### src/rtl/alu_pkg.sv
// Shared FSM state encoding and saturation bounds for the accumulator stage.
package alu_pkg;

    typedef enum logic [1:0] {
        IDLE = 2'd0,
        ACC  = 2'd1,
        DONE = 2'd2
    } state_e;

    // Largest positive value representable in a len-bit two's complement word.
    function automatic int maxp(input int unsigned len);
        return (1 << (len - 1)) - 1;
    endfunction

    // Most negative value representable in a len-bit two's complement word.
    function automatic int minn(input int unsigned len);
        return -(1 << (len - 1));
    endfunction

endpackage

### src/rtl/sat_add.sv
// Combinational LEN-bit signed saturating adder with a clamp flag.
module sat_add
    import alu_pkg::*;
#(
    parameter int unsigned LEN = 4
) (
    input  logic signed [LEN-1:0] i_a,
    input  logic signed [LEN-1:0] i_b,
    output logic signed [LEN-1:0] o_sum,
    output logic                  o_clamp
);

    localparam logic signed [LEN:0] MAXP_W = (LEN+1)'(maxp(LEN));
    localparam logic signed [LEN:0] MINN_W = (LEN+1)'(minn(LEN));

    logic signed [LEN:0] wide;

    // One guard bit is enough to see any overflow of a two-operand add.
    always_comb begin
        wide    = $signed({i_a[LEN-1], i_a}) + $signed({i_b[LEN-1], i_b});
        o_sum   = wide[LEN-1:0];
        o_clamp = 1'b0;
        if (wide > MAXP_W) begin
            o_sum   = MAXP_W[LEN-1:0];
            o_clamp = 1'b1;
        end else if (wide < MINN_W) begin
            o_sum   = MINN_W[LEN-1:0];
            o_clamp = 1'b1;
        end
    end

endmodule

### src/rtl/acc_stage.sv
// Burst accumulator: sums CNT saturated adder results and presents them with valid/ready.
module acc_stage
    import alu_pkg::*;
#(
    parameter int unsigned LEN = 4,
    parameter int unsigned CNT = 4
) (
    input  logic                  i_clk,
    input  logic                  i_rsn,
    input  logic                  i_valid,
    output logic                  o_ready,
    input  logic signed [LEN-1:0] i_sum,
    input  logic                  i_carry,
    output logic signed [LEN-1:0] o_acc,
    output logic                  o_ovf,
    output logic                  o_valid,
    input  logic                  i_ready,
    output logic [3:0]            o_cnt
);

    localparam logic signed [LEN-1:0] MAXP_L = LEN'(maxp(LEN));
    localparam logic signed [LEN-1:0] MINN_L = LEN'(minn(LEN));
    localparam logic [3:0]            CNT_W  = 4'(CNT);

    state_e                state_q;
    logic signed [LEN-1:0] acc_q;
    logic                  ovf_q;
    logic [3:0]            cnt_q;
    logic                  valid_q;
    logic                  ready_q;

    logic signed [LEN-1:0] opnd;
    logic signed [LEN-1:0] add_a;
    logic signed [LEN-1:0] acc_d;
    logic                  clamp;
    logic                  ovf_d;
    logic [3:0]            cnt_d;
    logic                  xfer;
    logic                  last;

    // A flagged adder overflow means the true sum lies beyond the range on the
    // side opposite to the wrapped sign bit.
    always_comb begin
        opnd = i_sum;
        if (i_carry) begin
            opnd = i_sum[LEN-1] ? MAXP_L : MINN_L;
        end
    end

    // The first operand of a burst is added to zero, so it loads unchanged.
    assign add_a = (state_q == IDLE) ? '0 : acc_q;

    sat_add #(.LEN(LEN)) u_sat_add (
        .i_a     (add_a),
        .i_b     (opnd),
        .o_sum   (acc_d),
        .o_clamp (clamp)
    );

    assign xfer  = i_valid & ready_q;
    assign ovf_d = i_carry | clamp | ((state_q == ACC) & ovf_q);
    assign cnt_d = (state_q == IDLE) ? 4'd1 : cnt_q + 4'd1;
    assign last  = (cnt_d == CNT_W);

    always_ff @(posedge i_clk) begin
        if (!i_rsn) begin
            state_q <= IDLE;
            acc_q   <= '0;
            ovf_q   <= 1'b0;
            cnt_q   <= 4'd0;
            valid_q <= 1'b0;
            ready_q <= 1'b1;
        end else begin
            case (state_q)
                IDLE, ACC: begin
                    if (xfer) begin
                        acc_q <= acc_d;
                        ovf_q <= ovf_d;
                        cnt_q <= cnt_d;
                        if (last) begin
                            state_q <= DONE;
                            valid_q <= 1'b1;
                            ready_q <= 1'b0;
                        end else begin
                            state_q <= ACC;
                        end
                    end
                end
                DONE: begin
                    if (i_ready) begin
                        state_q <= IDLE;
                        valid_q <= 1'b0;
                        ready_q <= 1'b1;
                    end
                end
                default: begin
                    state_q <= IDLE;
                    valid_q <= 1'b0;
                    ready_q <= 1'b1;
                end
            endcase
        end
    end

    assign o_acc   = acc_q;
    assign o_ovf   = ovf_q;
    assign o_cnt   = cnt_q;
    assign o_valid = valid_q;
    assign o_ready = ready_q;

endmodule
### config.mk
export PLATFORM = sky130hd
export DESIGN_NAME = acc_stage
export DESIGN_NICKNAME = d
export VERILOG_FILES = /design/src/rtl/alu_pkg.sv /design/src/rtl/sat_add.sv /design/src/rtl/acc_stage.sv
export SDC_FILE = /design/constraint.sdc
export NUM_CORES = 1
export LEC_CHECK = 0
export BUFFER_PORTS_ARGS = -buffer_cell sky130_fd_sc_hd__buf_2
export CAP_MARGIN = 10
export CORE_AREA = 2 2 48 50
export CTS_CLUSTER_DIAMETER = 100
export DETAILED_ROUTE_END_ITERATION = 8
export DIE_AREA = 0 0 50 52
export PLACE_DENSITY = 0.74
export REMOVE_ABC_BUFFERS = 1
export SYNTH_ARGS = -nofsm -noshare
export SYNTH_HDL_FRONTEND = slang
export SYNTH_SLANG_ARGS = --single-unit
### constraint.sdc
create_clock -name i_clk -period 7.6 [get_ports i_clk]
set_clock_uncertainty 0.1 [all_clocks]
set_input_delay 0 -clock i_clk [delete_from_list [all_inputs] [get_ports i_clk]]
set_output_delay 0 -clock i_clk [all_outputs]
set_load 0.05 [all_outputs]
==> metrics.txt <==
Final nets 144; Slew @ Worst Pin a little under 0.4 ns; Max FO, Critical Path 11; drt via density 5.22; total chip power 0.175 mW; Synth top area share 0.292; setup bufs post-CTS 0; area leader, netlist dfxtp_1; RSZ-0062 raised after global routing false; Synth area leaders dfxtp_1, ha_1, a21oi_1; largest net degree at the start of global routing 13; Max VDD drop 0.0000982 V; Syn-to-layout area delta 19.1%; # fillers 204; Slowest-stage cell, CP dfxtp_1; vias in the first global route approximately 730; final hold violation count 0; Crit path top cell by count ha_1; Synth Register Bits 13; Gate power share 0.319; Residual DRC 0; most frequent cells in the layout buf_2, dfxtp_1, a21oi_1, o21ai_0, ha_1; Row Count 17; Rel. slew slack 0.734; first-pass GRT wire length between 2 and 3 mm; port bufs 19; crit-path cells nor2_1, nor2b_1, ha_1, fa_1, nand2_1, nand3_1, o22a_1, ha_1, or3_1, a21oi_1; fmax approximately 360 MHz; CTS Sinks 13; CORE AREA ~2100 µm²; Netlist cell types 39; syn avg cell area between 8 and 9 µm²; origin of the critical flop-to-flop path state_q[1]; DR WL/cell ~12 µm; Clock Power Share 0.246; fin util 0.504; max-cap viol count 0; CTS Hold Buffers Added 4; most common cell after layout, fill and taps aside buf_2; setup slack, reg-to-reg roughly 4.8 ns; critical path arrival approximately 3 ns; dpl hpwl 1.41 mm; number of buffers created by CTS 3; Seq/Total Area, Yosys 0.292; final worst slack between 4 and 5 ns; H-tree depth 1; Critical Path Start Type flop; Ports 20; NetSw between 0.06 and 0.07 mW; routability-driven placement congestion ratio 0.828; asr flop ratio synth 0; diode count 0; DR pass1 iterations 4; R2R depth 10; Sw Share 0.362; routed wire length roughly 1.8 mm; Setup WS pre-CTS approximately 4.8 ns; Tcrit/Tclk final 0.370; die span in x roughly 50 µm; Post-CTS Resized 0; remaining global-route overflow 0; Critical R2R Capture o_acc[3]; Starting Density 0.424; Req. time, crit path 7.70 ns; min-delay src i_sum[3]; die height 52 µm; post-synthesis cell area roughly 890 µm²; part of the power in registers 0.436; outcome finished, final reports clean; pwr dens approximately 160 nW/µm²; CTS tree done; Crit. Startpoint state_q[1]; layout cells sized above 1 0.248; top_reg_cell synth dfxtp_1; Max Buffers Root-to-Sink 2; Post-synth EDFFs 0; clk root buf clkbuf_4; Internal 0.112 mW; final setup vio count 0; Critical Path Sink Type flop; leakage power between 0.4 and 0.5 nW; GRT Total Usage 0.147; Iteration-0 DRC Markers 20; synth warn 0; die area around 2600 µm²; critical path's largest stage delay 0.41 ns; ANT nets after route 0; setup tns final 0 ns; fin. max-slew vios 0; clock transition at the registers of the reported paths roughly 0.090 ns; Post-Synthesis Cells 101; initial antenna violation count 0; Vias ~800; Worst Setup EP o_acc[3]; Clk Latency, worst-skew pair between 0.2 and 0.3 ns; Worst Setup Path Type reg2reg; Worst Hold Class in2reg; minimum clock period 2.82 ns
## critical path: cells and delay by family, from the launching register on
kind	cells	cell delay [ns]
compound gates	2	0.35
fa+ha+maj	3	0.86
simple gates	5	1.02
flops	1	0.41
## sequential cells by signal, indices dropped and copies added (netlist names)
register,flops
o_acc,4
o_ready,1
o_cnt,4
o_valid,1
o_ovf,1
state_q,2
## per-layer routing
layer / routed length, µm / GRT usage / vias to the layer above
met5: 0 / 0 / -
met3: 69 / 0.0172 / 2
met2: 884 / 0.252 / 18
met4: 4 / 0.0694 / 0
met1: 857 / 0.182 / 364
li1: - / - / 414
## stage by stage
| step | instances | hold slack (ns) | area [µm²] |
|---|---|---|---|
| after floorplan | 98 | 0.0176 | 865 |
| after global placement | 145 | 0.223 | 995 |
| after detailed placement | 145 | 0.225 | 995 |
| after CTS | 153 | 0.343 | 1060 |
| final | 153 | 0.336 | 1060 |
| after global routing | 153 | 0.387 | 1060 |
## Yosys cell counts, drive strengths merged, types with 4 or more instances
cell and instances:
o21ai 10, inv 7, nand2 5, ha 8, a21oi 9, dfxtp 13, xor2 4, nor2 6
nand3 5, nor2b 4
## power by group through the flow
stage	Clock, mW	Combinational, mW	Sequential (mW)
global placement	0	0.0534	0.0776
detailed placement	0	0.0542	0.0778
floorplan	0	0.0286	0.0902
finish	0.0430	0.0558	0.0762
CTS	0.0448	0.0561	0.0762
global route	0.0468	0.0609	0.0766
## logic make-up after synthesis
group / count (synthesis) / share of synthesized area
adder cells (fa/ha/maj): 9 / 0.135
flip-flops: 13 / 0.292
buffers and inverters: 10 / 0.0603
AND/OR/NAND/NOR: 32 / 0.234
AO/OA/AOI/OAI: 31 / 0.220
XOR/XNOR: 6 / 0.0589
## how the worst min path moves through the flow
stage | to | slack [ns] | cells past startpoint
6_report | o_acc[0] | 0.34 | 6
5_1_grt | o_acc[0] | 0.39 | 6
4_1_cts | o_acc[0] | 0.34 | 6
3_5_place_dp | o_cnt[2] | 0.23 | 2
3_3_place_gp | o_cnt[2] | 0.22 | 2
2_1_floorplan | o_cnt[2] | 0.02 | 1
## final cells by class
type                            count  area [µm²]  share of cell area
Multi-Input combinational cell     78         578               0.544
Tap cell                           28        35.0              0.0330
Inverter                            7        26.3              0.0247
Clock inverter                      1        5.00             0.00471
Timing Repair Buffer               23         135               0.127
Sequential cell                    13         260               0.245
Clock buffer                        3        22.5              0.0212
No activity file was read; power rests on OpenSTA's default activity.
